[src/rtl/visor_observe_sequencer.sv]
// Breakpoint "observe register" sequencer: holds the target, injects
// `r15 = rN`, captures the result, restores exr, releases the breakpoint once,
// then posts the captured value to the JTAG UART over an Avalon write.
//
// Avalon handshake: a write is offered while av_write=1. It is accepted on the
// first cycle av_waitrequest=0. Address and data stay stable while stalled. If
// the slave stalls for TIMEOUT counted cycles, the write is withdrawn
// (av_write=0) and the sample is marked dropped.
module visor_observe_sequencer #(
    parameter int              AW        = 8,
    parameter logic [AW-1:0]   UART_ADDR = '0,
    parameter logic [15:0]     OPC_BASE  = 16'h3c00,
    parameter int              TIMEOUT   = 1023
) (
    input  logic          clk,
    input  logic          reset_n,
    input  logic          enable,
    input  logic          bp_hit,
    input  logic [3:0]    reg_sel,
    input  logic [15:0]   exr_shadow,
    input  logic [15:0]   tg_to_visor,
    input  logic          av_waitrequest,
    output logic          divert_code_bus,
    output logic [15:0]   tg_code_in,
    output logic [2:0]    tg_force,
    output logic          bp_release,
    output logic [AW-1:0] av_address,
    output logic          av_write,
    output logic [15:0]   av_writedata,
    output logic [15:0]   sample,
    output logic          sample_valid,
    output logic          busy,
    output logic          dropped,
    output logic [2:0]    dbg_state
);

    typedef enum logic [2:0] {
        S_IDLE, S_DIVERT, S_LOAD, S_EXEC, S_CAPTURE, S_RESTORE, S_RELEASE, S_AVWR
    } state_e;

    localparam int            CW     = (TIMEOUT < 2) ? 1 : $clog2(TIMEOUT + 1);
    localparam logic [CW-1:0] TO_MAX = CW'(TIMEOUT);

    state_e        state_q, state_d;
    logic          bp_prev_q, bp_prev_d;
    logic [3:0]    reg_sel_q, reg_sel_d;
    logic [15:0]   sample_q, sample_d;
    logic          dropped_q, dropped_d;
    logic [CW-1:0] cnt_q, cnt_d;
    logic [15:0]   inj_word;

    assign inj_word  = OPC_BASE | {12'h000, reg_sel_q};
    assign sample    = sample_q;
    assign dropped   = dropped_q;
    assign busy      = (state_q != S_IDLE);
    assign dbg_state = state_q;

    // State and datapath registers; edge register resets high so a bp_hit
    // already asserted at reset release is not mistaken for a new hit.
    always_ff @(posedge clk or negedge reset_n) begin
        if (!reset_n) begin
            state_q   <= S_IDLE;
            bp_prev_q <= 1'b1;
            reg_sel_q <= '0;
            sample_q  <= '0;
            dropped_q <= 1'b0;
            cnt_q     <= '0;
        end else begin
            state_q   <= state_d;
            bp_prev_q <= bp_prev_d;
            reg_sel_q <= reg_sel_d;
            sample_q  <= sample_d;
            dropped_q <= dropped_d;
            cnt_q     <= cnt_d;
        end
    end

    // Next-state and Moore/handshake outputs; everything defaults to idle.
    always_comb begin
        state_d         = state_q;
        bp_prev_d       = bp_prev_q;
        reg_sel_d       = reg_sel_q;
        sample_d        = sample_q;
        dropped_d       = dropped_q;
        cnt_d           = cnt_q;
        divert_code_bus = 1'b0;
        tg_code_in      = '0;
        tg_force        = 3'b000;
        bp_release      = 1'b0;
        av_address      = '0;
        av_write        = 1'b0;
        av_writedata    = '0;
        sample_valid    = 1'b0;

        case (state_q)
            S_IDLE: begin
                // Edge history only advances in IDLE, so toggles while busy
                // cannot arm a trigger; bp_hit must drop low in IDLE first.
                bp_prev_d = bp_hit;
                cnt_d     = '0;
                if (enable && bp_hit && !bp_prev_q) begin
                    reg_sel_d = reg_sel;
                    dropped_d = 1'b0;
                    state_d   = S_DIVERT;
                end
            end
            S_DIVERT: begin
                divert_code_bus = 1'b1;
                tg_code_in      = inj_word;
                tg_force        = 3'b001;
                state_d         = S_LOAD;
            end
            S_LOAD: begin
                divert_code_bus = 1'b1;
                tg_code_in      = inj_word;
                tg_force        = 3'b011;
                state_d         = S_EXEC;
            end
            S_EXEC: begin
                divert_code_bus = 1'b1;
                tg_code_in      = inj_word;
                tg_force        = 3'b101;
                state_d         = S_CAPTURE;
            end
            S_CAPTURE: begin
                divert_code_bus = 1'b1;
                tg_code_in      = inj_word;
                tg_force        = 3'b001;
                sample_d        = tg_to_visor;
                state_d         = S_RESTORE;
            end
            S_RESTORE: begin
                // exr_shadow is taken live here, not latched at trigger.
                divert_code_bus = 1'b1;
                tg_code_in      = exr_shadow;
                tg_force        = 3'b011;
                state_d         = S_RELEASE;
            end
            S_RELEASE: begin
                bp_release = 1'b1;
                state_d    = S_AVWR;
            end
            S_AVWR: begin
                av_address   = UART_ADDR;
                av_writedata = sample_q;
                if (!av_waitrequest) begin
                    av_write     = 1'b1;
                    sample_valid = 1'b1;
                    state_d      = S_IDLE;
                end else if (cnt_q == TO_MAX) begin
                    dropped_d    = 1'b1;
                    sample_valid = 1'b1;
                    state_d      = S_IDLE;
                end else begin
                    av_write = 1'b1;
                    cnt_d    = cnt_q + 1'b1;
                end
            end
            default: state_d = S_IDLE;
        endcase
    end

endmodule

[config.mk]
export PLATFORM = sky130hd
export DESIGN_NAME = visor_observe_sequencer
export DESIGN_NICKNAME = d
export VERILOG_FILES = /design/src/rtl/visor_observe_sequencer.sv
export SDC_FILE = /design/constraint.sdc
export NUM_CORES = 1
export LEC_CHECK = 0
export ABC_AREA = 0
export CAP_MARGIN = 20
export CORE_AREA = 2 2 79 81
export CTS_CLUSTER_SIZE = 24
export DETAILED_ROUTE_END_ITERATION = 7
export DIE_AREA = 0 0 81 83
export PLACE_DENSITY = 0.75
export SLEW_MARGIN = 20
export SYNTH_ARGS = -nofsm -noshare
export SYNTH_HDL_FRONTEND = slang
export SYNTH_SLANG_ARGS = --single-unit
[constraint.sdc]
create_clock -name clk -period 1.8 [get_ports clk]
set_input_delay 0.45 -clock clk [delete_from_list [all_inputs] [get_ports clk]]
set_output_delay 0.45 -clock clk [all_outputs]
set_load 0.05 [all_outputs]
======== Word level (Yosys, flattened, before mapping) ========
Index checks and enable logic that the tools add are counted.
storage, ports and cells
  flip-flop bits (word level) ............. 35
  bits of input ports ..................... 41
  logic and storage cells ................. 56
cells by class
  add/sub/neg operators ................... 1
  equality and inequality tests ........... 13
  muxes and demuxes ....................... 22
  reductions and logical operators ........ 14
operator list
  kind                                                                   count
  16-bit one-hot mux with 2 select lines                                 1
  3-bit one-hot mux with 8 select lines                                  1
  10-bit 2-to-1 mux                                                      2
  10-bit one-hot mux with 2 select lines                                 1
  16-bit 2-to-1 mux                                                      1
  3-bit equality test, second input constant                             4
  1-bit 2-to-1 mux                                                       11
  10-bit by 1-bit adder with 10-bit output, second input constant        1
  10-bit equality test, second input constant                            1
  3-bit 2-to-1 mux                                                       3
  3-bit one-hot mux with 3 select lines                                  1
  2-bit != test, second input constant                                   4
  3-bit by 2-bit equality test with 1-bit output, second input constant  2
  5-bit OR reduction                                                     1
  2-bit AND reduction                                                    2
  4-bit AND reduction                                                    1
  2-bit OR reduction                                                     2
  4-bit OR reduction                                                     1
  3-bit by 1-bit equality test with 1-bit output, second input constant  1
  3-bit logical NOT                                                      1
  3-bit != test, second input constant                                   1
  3-bit AND reduction                                                    1
  3-bit nonzero test                                                     1
  1-bit logical AND                                                      2
  3 further kinds                                                        3

======== Longest topological paths before layout ========
Gate-level depths: netlist (run 1).
  depth in word-level cells ............... 4
  gate-level depth with buffers ........... 7
  gate-level depth less buffers ........... 6

======== Least setup slack after synthesis (run 1) ========
Ideal clock, no wire load.
  kind .................................... register to output
  from .................................... reg state_q[0] (netlist: dbg_state[0])
  to ...................................... out av_write
  arrival ................................. 2.226 ns
  data required time ...................... 1.350 ns
  path slack .............................. -0.876 ns
  cell stages (with the launch flop) ...... 6
  cells stage by stage .................... dfrtp_1 ha_1 clkbuf_1 clkbuf_1 nand2_1 a21oi_1
between the ends
  cells in the longest elaborated chain, start to end .. 2
RTL lines
  what                    line  text
  from (decl)             44    state_e state_q, state_d;
  from (signal assigned)  69    state_q <= state_d;
  3-bit equality test     95    case (state_q)
  1-bit 2-to-1 mux        95
  to (decl)               28    output logic av_write,
Every way passes these cells.

======== Final worst setup path (run 1) ========
  from .................................... reg state_q[0] (netlist: dbg_state[0])
  to ...................................... out tg_code_in[2]
between the ends
  cells in the longest elaborated chain, start to end .. 3
  elaborated cells between the ends (all ways) .. 7
  those cells by class .................... 5 x eq/ne; 1 x mux; 1 x reduce/logical
RTL lines
  what                                               line  text
  3-bit equality test, or another cell as far along  95
  4-bit OR reduction (no source line)                --
  16-bit one-hot mux with 2 select lines *           95
  to (decl)                                          24    output logic [15:0] tg_code_in,
Every way passes the cells marked *; elsewhere a longest branch is shown, timed or not.

==> Implementation_results.wiki, run 1 <==
{| class="wikitable"
! Metric !! Value
|-
| Highest clock rate || 431 MHz
|-
| Deepest level of the CTS H-tree || 2
|-
| Worst-Margin Slew || around 560 ps
|-
| Result of the run || complete, but fails checks
|-
| Worst path required time || 1350 ps
|-
| Largest net degree at the start of global routing || 25
|-
| Post-route DRC || 0
|-
| DRT Pass-1 Iters || 4
|-
| Initial antenna violation count || 0
|-
| Die outline width || ~81 um
|-
| DRC violation total after the first TritonRoute iteration || 168
|-
| Clock network fraction of design power || under 10%
|-
| YS warnings || 0
|-
| Fraction of registers with async set or reset after synthesis || between 90% and 100%
|-
| Number of max-cap violations || 0
|-
| Static leakage || 1.94 nW
|-
| Kind of critical path || register to output port
|-
| Sum of negative setup slack || -10890 ps
|-
| Area of the multi-input gates || between 1000 and 1500 um2
|-
| Dpl hpwl || approximately 4.9 mm
|-
| Commonest cells after routing, fill and taps aside || sky130_fd_sc_hd__buf_4, sky130_fd_sc_hd__buf_12, sky130_fd_sc_hd__clkdlybuf4s50_1
|-
| Setup skew after layout || ~2.4 ps
|-
| Share of final-layout standard cells stronger than drive strength 1 || between 60% and 70%
|-
| Logic pwr share || about four fifths
|-
| Ports || 109
|-
| Initial standard-cell utilization of the core || 34.5%
|-
| Violated checks || negative setup slack
|-
| Yosys reg bits || 35
|-
| Worst-case setup margin in the final layout || -522 ps
|-
| Type of the most critical hold path || input pin to async pin
|-
| Final slew viol count || 0
|-
| Core outline area || between 5000 and 6000 um2
|-
| Sequential share of the synthesized area || a little over two fifths
|-
| Part of the power in registers || 15.1%
|-
| Number of nets in the finished design || roughly 390
|-
| Wire length of the first global-routing pass || approximately 11 mm
|-
| Vias in the first global route || 2369
|-
| Post-detailed-route via-to-cell ratio || between 5 and 6
|-
| Chip Height || approximately 83 um
|-
| Placement Setup Slack || -220 ps
|-
| Total of fill cells in the finished design || roughly 370
|-
| Seq. cell area || between 800 and 900 um2
|-
| Sinks on the clock net || 35
|-
| Internal power of the cells || 4.80 mW
|-
| Average instance area after synthesis || roughly 10 um2
|-
| CTS Buf Count || 5
|-
| Area enclosed by the die boundary || just under 7000 um2
|-
| Arrival @ worst endpoint || approximately 1900 ps
|-
| Final period demand of the worst path || around 2300 ps
|-
| Rel. slew slack || ~63%
|-
| Switching share of power || 47.8%
|-
| Routability Congestion || ~0.84
|-
| Vias post-DR || 2141
|-
| Skew-Pair Late Insertion Delay || between 200 and 300 ps
|-
| Sort of element at the end of the critical path || output port
|-
| Signed area change from the synthesized netlist to the final layout || 115%
|-
| Antenna diode instance count || 0
|-
| Hold violation total from the final report || 0
|-
| Setup repair after global routing missed its margin || yes
|-
| Worst hold slack across all endpoints || 142 ps
|-
| Total congestion overflow after global routing || 0
|-
| Number of buffers inserted by port buffering || 100
|-
| Unique masters post-synth || 39
|-
| Period utilization || 129%
|-
| Placement Rows || 28
|-
| Post-synthesis cell area || 2010 um2
|-
| CTS clk-pin slew, worst paths || 70 ps
|-
| TritonCTS clock tree || built
|-
| Most used flip-flop cell after synthesis || sky130_fd_sc_hd__dfrtp_1
|-
| Number of nets still failing antenna checks after routing || 0
|-
| Root buffer cell || sky130_fd_sc_hd__clkbuf_8
|-
| Wire length per cell after detailed routing || 18.2 um
|-
| Most common library cell in the layout ignoring fill and taps || sky130_fd_sc_hd__buf_4
|-
| Worst ir drop on vdd || around 2.5 mV
|-
| Highest fanout seen on the critical path || 5
|-
| Power per unit of standard cell area || 2130 nW/um2
|-
| Power dissipated by switching net loads || 4.39 mW
|-
| Setup Viol. Count Final || between 40 and 50
|-
| Kind of start point of the critical path || register
|-
| Synth Instances || approximately 200
|-
| Number of enable-type register cells in the synthesized netlist || 0
|-
| GRT Resource Usage Total || 21.9%
|-
| Deepest clock path buffer count || 2
|-
| Routed wire length || roughly 7.6 mm
|}
==> kinds of logic (layout without fill, tap and decap cells) <==
group / count (synthesis) / count (layout) / share of synthesized area [%]
and+or+nand+nor: 74 / 74 / 20.9
adders and majority gates: 5 / 5 / 3.12
DFF: 35 / 35 / 43.7
AOI/OAI and AO/OA: 33 / 34 / 11.9
other: 1 / 8 / 0.187
buffers and inverters: 23 / 160 / 6.86
muxes: 23 / 23 / 12.9
xor gates and xnor gates: 1 / 1 / 0.436
==> cells in the mapped netlist (3+ instances only) <==
cell type | n | area [um2]
sky130_fd_sc_hd__buf_4 | 9 | 67.6
sky130_fd_sc_hd__clkbuf_1 | 7 | 26.3
sky130_fd_sc_hd__mux2_2 | 23 | 259
sky130_fd_sc_hd__and3_1 | 29 | 181
sky130_fd_sc_hd__nand2_1 | 10 | 37.5
sky130_fd_sc_hd__nand3_1 | 8 | 40.0
sky130_fd_sc_hd__a211o_1 | 4 | 35.0
sky130_fd_sc_hd__nor3_1 | 5 | 25.0
sky130_fd_sc_hd__nand2b_1 | 3 | 18.8
sky130_fd_sc_hd__o21ai_0 | 7 | 35.0
sky130_fd_sc_hd__inv_1 | 3 | 11.3
sky130_fd_sc_hd__a21o_1 | 4 | 30.0
sky130_fd_sc_hd__a22o_1 | 4 | 35.0
sky130_fd_sc_hd__nor2_1 | 5 | 18.8
sky130_fd_sc_hd__dfrtp_1 | 34 | 851
sky130_fd_sc_hd__ha_1 | 5 | 62.6
sky130_fd_sc_hd__a21oi_1 | 6 | 30.0
==> per-stage QoR <==
stage | utilization (%) | power [mW] | area (um2) | std cells
floorplan | - | 5.03 | 2240 | 202
global placement | 65.5 | 7.64 | 3810 | 388
detailed placement | 65.5 | 7.77 | 3810 | 388
CTS | 71.4 | 8.95 | 4150 | 405
global route | 74.2 | 9.56 | 4320 | 415
finish | 74.2 | 9.20 | 4320 | 415
==> flip-flops by register name, indices dropped and copies added, names as in the netlist <==
signal     cells
sample        16
cnt_q         10
reg_sel_q      4
dbg_state      3
bp_prev_q      1
dropped        1
==> power groups by stage <==
stage	logic [mW]	registers (mW)	clock network, mW
floorplan	2.93	2.10	0
global placement	6.30	1.35	0
detailed placement	6.40	1.38	0
CTS	7.01	1.37	0.574
global route	7.53	1.43	0.603
finish	7.25	1.39	0.562
==> worst max-delay path, stage by stage, from the launching register on <==
cell and delay [ps]:
sky130_fd_sc_hd__dfrtp_2 450, sky130_fd_sc_hd__ha_4 190, sky130_fd_sc_hd__nor4_4 260, sky130_fd_sc_hd__buf_4 190, sky130_fd_sc_hd__a21oi_4 60, sky130_fd_sc_hd__a22o_4 270, sky130_fd_sc_hd__buf_12 140
==> what timing repair did <==
item | 4_1_cts | 5_1_grt
pin swaps | 6 | 6
setup endpoints to repair | 45 | 57
setup buffers | 7 | 10
hold buffers | 0 | 0
cloned | 2 | 1
resized for setup | 34 | 25
==> metal layers <==
layer	global-route usage [%]	share of wire [%]	routed length [um]
met1	22.8	36	2710
met2	40.9	55	4150
met3	6.52	7.2	545
met4	6.78	2.2	170
met5	0	0	0
==> cell type report <==
| type | instances | area share, % |
|---|---|---|
| inverters | 3 | 0.261 |
| well taps | 75 | 2.17 |
| multi-input cells | 145 | 31.7 |
| flip-flops and latches | 35 | 20.4 |
| repair buffers | 149 | 43.5 |
| clock inverters | 2 | 0.290 |
| clock buffers | 6 | 1.68 |
==> final timing paths <==
kind / startpoint / end / slack (ps) / cells past startpoint
max in group asynchronous: reset_n / sample[6] / 1120 / 2
min in group clk: cnt_q[8] / cnt_q[8] / 530 / 1
max reg2reg: dbg_state[0] / dbg_state[1] / -20 / 8
min: reset_n / cnt_q[9] / 140 / 1
max: dbg_state[0] / tg_code_in[2] / -520 / 6
min reg2reg: cnt_q[8] / cnt_q[8] / 530 / 1
(Power assumes the default switching activity.)
==> inputs of run 2 (changes only) <==
Settings changed: CORE_AREA 2 2 79 81 to 4 4 81 83, DIE_AREA 0 0 81 83 to 0 0 85 87, GPL_ROUTABILITY_DRIVEN from default to 0, MAX_ROUTING_LAYER from default to met4.
==> run 2 against run 1 <==
The run still ends with negative setup slack left. Critical path depth unchanged. Sequential power about the same. Flip-flop and latch count unchanged. Global-route usage decreased by 3.8 points. Combinational power decreased by 4.3%. Final area decreased by 2.8%. Setup slack improved by 75 ps. Critical path type unchanged. Largest cell class unchanged. Largest power group unchanged. Highest routed layer unchanged.
==> Implementation_results.wiki, run 2 (synthesis results as in run 1) <==
{| class="wikitable"
! Metric !! Value
|-
| Largest net degree at the start of global routing || 24 (was 25)
|-
| Switching share of power || 47.5% (was 47.8%)
|-
| Hold-fix buffers at CTS || 0 (unchanged)
|-
| Sinks on the clock net || 35 (unchanged)
|-
| Sum of negative setup slack || -11610 ps (was -10890 ps)
|-
| Number of buffers inserted by port buffering || 100 (unchanged)
|-
| Clock network fraction of design power || 6.3% (was 6.1%)
|-
| CTS Buf Count || 5 (unchanged)
|-
| Deepest clock path buffer count || 2 (unchanged)
|-
| Vias post-DR || 2064 (was 2141)
|-
| Placement Setup Slack || -237 ps (was -220 ps)
|-
| Final period demand of the worst path || 2250 ps (was 2320 ps)
|-
| Result of the run || complete, but fails checks (unchanged)
|-
| Post-detailed-route via-to-cell ratio || 5.05 (was 5.16)
|-
| Hold violation total from the final report || 0 (unchanged)
|-
| Routed wire length || 6.55 mm (was 7.57 mm)
|-
| TritonCTS clock tree || built (unchanged)
|-
| Area of the multi-input gates || 1330 um2 (was 1370 um2)
|-
| Worst path required time || 1350 ps (about the same)
|-
| Worst hold slack across all endpoints || 41.1 ps (was 142 ps)
|-
| Signed area change from the synthesized netlist to the final layout || 109% (was 115%)
|-
| Die outline width || 85 um (was 81 um)
|-
| Highest clock rate || 445 MHz (was 431 MHz)
|-
| DRC violation total after the first TritonRoute iteration || 43 (was 168)
|-
| Share of final-layout standard cells stronger than drive strength 1 || 60.5% (was 62.4%)
|-
| Number of max-cap violations || 0 (unchanged)
|-
| Initial antenna violation count || 0 (unchanged)
|-
| Critical path's largest stage delay || 450 ps (about the same)
|-
| Vias in the first global route || 2104 (was 2369)
|-
| Post-Layout Cell Count || 409 (was 415)
|-
| Number of placed cells counting well taps || 386 (was 388)
|-
| Deepest level of the CTS H-tree || 2 (unchanged)
|-
| Type of the most critical hold path || input pin to async pin (unchanged)
|-
| Arrival @ worst endpoint || 1800 ps (was 1870 ps)
|-
| Sort of element at the end of the critical path || output port (unchanged)
|-
| Number of nets in the finished design || 379 (was 385)
|-
| Flip-flop count of the largest register after layout || 16 (unchanged)
|-
| Initial standard-cell utilization of the core || 34.3% (was 34.5%)
|-
| Wire length per cell after detailed routing || 16.0 um (was 18.2 um)
|-
| Setup skew after layout || 9.95 ps (was 2.42 ps)
|-
| Core outline area || 5850 um2 (was 5820 um2)
|-
| Ports || 109 (unchanged)
|-
| Slowest library cell on the worst path || sky130_fd_sc_hd__dfrtp_2 (unchanged)
|-
| Logic pwr share || 78.2% (was 78.8%)
|-
| Period utilization || 125% (was 129%)
|-
| Worst-case setup margin in the final layout || -447 ps (was -522 ps)
|-
| Most common library cell in the layout ignoring fill and taps || sky130_fd_sc_hd__buf_4 (unchanged)
|-
| Dpl hpwl || 4.77 mm (was 4.86 mm)
|-
| Area enclosed by the die boundary || 7400 um2 (was 6720 um2)
|-
| Kind of critical path || register to output port (unchanged)
|-
| Post-route DRC || 0 (unchanged)
|-
| Skew-Pair Late Insertion Delay || 290 ps (about the same)
|-
| Part of the power in registers || 15.5% (was 15.1%)
|-
| Kind of start point of the critical path || register (unchanged)
|-
| Final slew viol count || 0 (unchanged)
|-
| Setup repair after global routing missed its margin || yes (unchanged)
|-
| Wire length of the first global-routing pass || 10.4 mm (was 11.4 mm)
|-
| List of cells traversed by the critical path || buf_4 -> ha_4 -> nor4_4 -> a21oi_4 -> a22o_4 -> buf_12 (was ha_4 -> nor4_4 -> buf_4 -> a21oi_4 -> a22o_4 -> buf_12)
|-
| GRT Resource Usage Total || 18.1% (was 21.9%)
|-
| Antenna diode instance count || 0 (unchanged)
|-
| CTS clk-pin slew, worst paths || 80 ps (was 70 ps)
|-
| Total of fill cells in the finished design || 395 (was 367)
|-
| Power dissipated by switching net loads || 4.22 mW (was 4.39 mW)
|-
| Power per unit of standard cell area || 2120 nW/um2 (was 2130 nW/um2)
|-
| Internal power of the cells || 4.66 mW (was 4.80 mW)
|-
| Seq. cell area || 881 um2 (unchanged)
|-
| Setup Viol. Count Final || 48 (was 44)
|-
| Worst ir drop on vdd || 1.61 mV (was 2.52 mV)
|-
| Violated checks || negative setup slack (unchanged)
|-
| Highest fanout seen on the critical path || 10 (was 5)
|-
| Placement Rows || 28 (unchanged)
|-
| DRT Pass-1 Iters || 4 (unchanged)
|-
| Static leakage || 1.88 nW (was 1.94 nW)
|-
| Root buffer cell || sky130_fd_sc_hd__clkbuf_8 (unchanged)
|-
| Number of nets still failing antenna checks after routing || 0 (unchanged)
|-
| Total congestion overflow after global routing || 0 (unchanged)
|-
| Chip Height || 87 um (was 83 um)
|-
| Final core utilization || 71.7% (was 74.2%)
|-
| Commonest cells after routing, fill and taps aside || sky130_fd_sc_hd__buf_4, sky130_fd_sc_hd__buf_12, sky130_fd_sc_hd__clkdlybuf4s50_1 (unchanged)
|}
==> run 2: changes by cell type in the layout (fill, tap and decap cells not counted), moves of 2 or more <==
cell and change:
sky130_fd_sc_hd__buf_4 +5, sky130_fd_sc_hd__clkinv_2 +2, sky130_fd_sc_hd__nand3_1 +2, sky130_fd_sc_hd__and3_4 +2, sky130_fd_sc_hd__buf_8 -2, sky130_fd_sc_hd__nand3_2 -3, sky130_fd_sc_hd__and3_2 -2, sky130_fd_sc_hd__buf_6 -8
==> run 2: path summary, 6_finish.rpt <==
check                      cells after the start          from  slack, ps             to
setup / recovery                               6  dbg_state[0]       -450  tg_code_in[0]
hold / removal                                 1       reset_n         40       cnt_q[4]
setup reg to reg                               7  dbg_state[0]       -130       cnt_q[6]
hold reg to reg                                1      cnt_q[8]        520       cnt_q[8]
max in group asynchronous                      2       reset_n       1250      sample[1]
min in group clk                               1      cnt_q[8]        520       cnt_q[8]
==> run 2: what timing repair did <==
item / CTS / global route
gates cloned: 2 / 0
resized for setup: 36 / 3
endpoints found under the setup margin: 47 / 51
pin swaps: 3 / 2
buffers inserted: 10 / 4
==> run 2: critical path: cells and delay by family, from the launching register on <==
family | cells | cell delay [ps]
fa+ha+maj | 1 | 170
compound gates | 2 | 400
buf+inv | 2 | 300
simple gates | 1 | 190
flops | 1 | 450
==> run 2: cell type report <==
cell class | instances | share of cell area [%]
well taps | 75 | 2.24
multi-input cells | 144 | 31.7
inverters | 3 | 0.268
repair buffers | 144 | 42.8
clock buffers | 5 | 1.64
clock inverters | 3 | 0.358
flip-flops and latches | 35 | 21.0
==> run 2: per-layer routing <==
metal  vias to the layer above  wire [um]  GRT usage, %
met3                        10        457          4.64
li1                        974          -             -
met2                        94       3420          31.8
met4                         0         72          4.17
met5                         -          0             -
met1                       986       2610          20.8
==> run 2: per-stage QoR <==
step / instance area (um2) / power (mW)
floorplan: 2240 / 5.03
global placement: 3780 / 7.58
detailed placement: 3780 / 7.70
CTS: 4160 / 8.88
global route: 4200 / 9.24
finish: 4200 / 8.88
==> run 2: power groups by stage <==
| stage | Sequential (mW) | Clock [mW] | Combinational, mW |
|---|---|---|---|
| after floorplan | 2.10 | 0 | 2.93 |
| after global placement | 1.35 | 0 | 6.23 |
| after detailed placement | 1.37 | 0 | 6.33 |
| after CTS | 1.37 | 0.568 | 6.94 |
| after global routing | 1.42 | 0.621 | 7.20 |
| final | 1.38 | 0.557 | 6.94 |
==> inputs of run 3 (changes only) <==
Settings changed: REMOVE_ABC_BUFFERS from default to 1.
==> run 3 against run 2 <==
The flow still finishes with violations (negative setup slack). Hold slack gained 480 ps. Power increased by 7.7%. Routed wire length increased by 20%. Flip-flop and latch count is the same. Highest routed layer unchanged.
==> Implementation_results.wiki, run 3 (synthesis results as in run 1) <==
{| class="wikitable"
! Metric !! Value
|-
| Final Total Pwr || 9.57 mW (was 8.88 mW)
|-
| Worst path required time || 1350 ps (about the same)
|-
| Sum of negative setup slack || -13030 ps (was -11610 ps)
|-
| Hold violation total from the final report || 0 (unchanged)
|-
| Root buffer cell || sky130_fd_sc_hd__clkbuf_8 (unchanged)
|-
| CTS clk-pin slew, worst paths || 70 ps (was 80 ps)
|-
| Placement Rows || 28 (unchanged)
|-
| Core outline area || 5850 um2 (unchanged)
|-
| Final period demand of the worst path || 2350 ps (was 2250 ps)
|-
| Initial standard-cell utilization of the core || 34.3% (unchanged)
|-
| Result of the run || complete, but fails checks (unchanged)
|-
| Signed area change from the synthesized netlist to the final layout || 123% (was 109%)
|-
| Sort of element at the end of the critical path || output port (unchanged)
|-
| DRT Pass-1 Iters || 4 (unchanged)
|-
| Share of final-layout standard cells stronger than drive strength 1 || 62.7% (was 60.5%)
|-
| Worst-case setup margin in the final layout || -553 ps (was -447 ps)
|-
| Wire length per cell after detailed routing || 18.4 um (was 16.0 um)
|-
| Kind of critical path || register to output port (unchanged)
|-
| Routed wire length || 7.86 mm (was 6.55 mm)
|-
| Die outline width || 85 um (unchanged)
|-
| GRT Resource Usage Total || 19.8% (was 18.1%)
|-
| TritonCTS clock tree || built (unchanged)
|-
| Antenna diode instance count || 0 (unchanged)
|-
| Ports || 109 (unchanged)
|-
| Arrival @ worst endpoint || 1900 ps (was 1800 ps)
|-
| Dpl hpwl || 4.71 mm (was 4.77 mm)
|-
| Deepest clock path buffer count || 2 (unchanged)
|-
| Commonest cells after routing, fill and taps aside || sky130_fd_sc_hd__buf_4, sky130_fd_sc_hd__buf_12, sky130_fd_sc_hd__clkdlybuf4s50_1 (unchanged)
|-
| Deepest level of the CTS H-tree || 2 (unchanged)
|-
| Largest net degree at the start of global routing || 30 (was 24)
|-
| Post-route DRC || 0 (unchanged)
|-
| Highest fanout seen on the critical path || 5 (was 10)
|-
| Type of the most critical hold path || register to register (was input pin to async pin)
|-
| Setup skew after layout || 12.3 ps (was 9.95 ps)
|-
| Flip-flop count of the largest register after layout || 16 (unchanged)
|-
| Highest clock rate || 425 MHz (was 445 MHz)
|-
| Worst ir drop on vdd || 2.28 mV (was 1.61 mV)
|-
| Skew-Pair Late Insertion Delay || 300 ps (was 290 ps)
|-
| Wire length of the first global-routing pass || 11.3 mm (was 10.4 mm)
|-
| Placement Setup Slack || -526 ps (was -237 ps)
|-
| Post-detailed-route via-to-cell ratio || 5.12 (was 5.05)
|-
| Vias post-DR || 2180 (was 2064)
|-
| Number of nets in the finished design || 396 (was 379)
|-
| Number of max-cap violations || 0 (unchanged)
|-
| Initial antenna violation count || 0 (unchanged)
|-
| Area enclosed by the die boundary || 7400 um2 (unchanged)
|-
| Setup Viol. Count Final || 50 (was 48)
|-
| Sinks on the clock net || 35 (unchanged)
|-
| Static leakage || 1.99 nW (was 1.88 nW)
|-
| Chip Height || 87 um (unchanged)
|-
| Number of nets still failing antenna checks after routing || 0 (unchanged)
|-
| Period utilization || 131% (was 125%)
|-
| Vias in the first global route || 2303 (was 2104)
|-
| Setup repair after global routing missed its margin || yes (unchanged)
|-
| Kind of start point of the critical path || register (unchanged)
|-
| Violated checks || negative setup slack (unchanged)
|-
| Final slew viol count || 0 (unchanged)
|-
| Total congestion overflow after global routing || 0 (unchanged)
|-
| Number of buffers inserted by port buffering || 100 (unchanged)
|-
| DRC violation total after the first TritonRoute iteration || 100 (was 43)
|-
| Most common library cell in the layout ignoring fill and taps || sky130_fd_sc_hd__buf_4 (unchanged)
|-
| Power per unit of standard cell area || 2140 nW/um2 (was 2120 nW/um2)
|-
| CTS Buf Count || 5 (unchanged)
|}
[run 3: changes by cell type in the layout (fill, tap and decap cells not counted), sizes merged]
| cell | change |
|---|---|
| a21oi | +1 |
| buf | +13 |
| bufinv | +1 |
| clkbuf | +2 |
| clkinv | -1 |
| dlygate4sd3 | +1 |
[run 3: path summary, 6_finish.rpt]
check / start / endpoint / slack (ps) / depth (start not counted)
setup / recovery: dbg_state[0] / tg_code_in[11] / -550 / 8
hold / removal: reg_sel_q[0] / reg_sel_q[0] / 520 / 1
setup reg to reg: dbg_state[0] / dbg_state[1] / -160 / 9
hold reg to reg: reg_sel_q[0] / reg_sel_q[0] / 520 / 1
max in group asynchronous: reset_n / bp_prev_q / 610 / 3
min in group asynchronous: reset_n / sample[3] / 530 / 2
[run 3: repair_timing]
action                                  CTS  global route
endpoints found under the setup margin   47            57
setup buffers                            11            11
gates cloned                              3             2
gates resized for setup                  75            43
pin swaps                                14            17
hold buffers                              1             0
hold endpoints to repair                  6             0
[run 3: layout make-up]
type | instances | area (um2)
inverters | 3 | 13.8
fillers | 357 | 1380
multi-input cells | 145 | 1410
repair buffers | 160 | 1970
flip-flops and latches | 35 | 881
clock inverters | 3 | 43.8
well taps | 75 | 93.8
clock buffers | 5 | 68.8
[run 3: worst max-delay path, stage by stage (launching register included)]
cell,delay [ps]
sky130_fd_sc_hd__dfrtp_2,450
sky130_fd_sc_hd__inv_4,60
sky130_fd_sc_hd__ha_4,170
sky130_fd_sc_hd__nor4_4,250
sky130_fd_sc_hd__buf_4,190
sky130_fd_sc_hd__a21oi_4,60
sky130_fd_sc_hd__buf_6,120
sky130_fd_sc_hd__a21o_1,170
sky130_fd_sc_hd__buf_12,150
[run 3: through the flow]
step,hold WS [ps],util [%],std cells,cell area [um2]
finish,520,76.5,426,4480
global placement,286,61.8,391,3610
detailed placement,287,61.8,391,3610
global route,527,76.5,426,4480
CTS,518,71.7,414,4200
floorplan,154,-,182,1910
[run 3: per-layer routing]
layer  part of all wire (%)  routed length [um]  up-vias  GRT usage [%]
li1                       -                   -     1003              -
met4                    1.4                 111        0           5.32
met5                      0                   0        -              -
met2                     55                4330       97           36.9
met3                    4.8                 376       13           3.97
met1                     39                3040     1067           21.3
[run 3: report_power, final]
| group | leakage [nW] | internal, mW | switching, mW |
|---|---|---|---|
| clock network | 0.0581 | 0.412 | 0.310 |
| logic | 1.50 | 3.53 | 3.93 |
| registers | 0.431 | 1.11 | 0.275 |
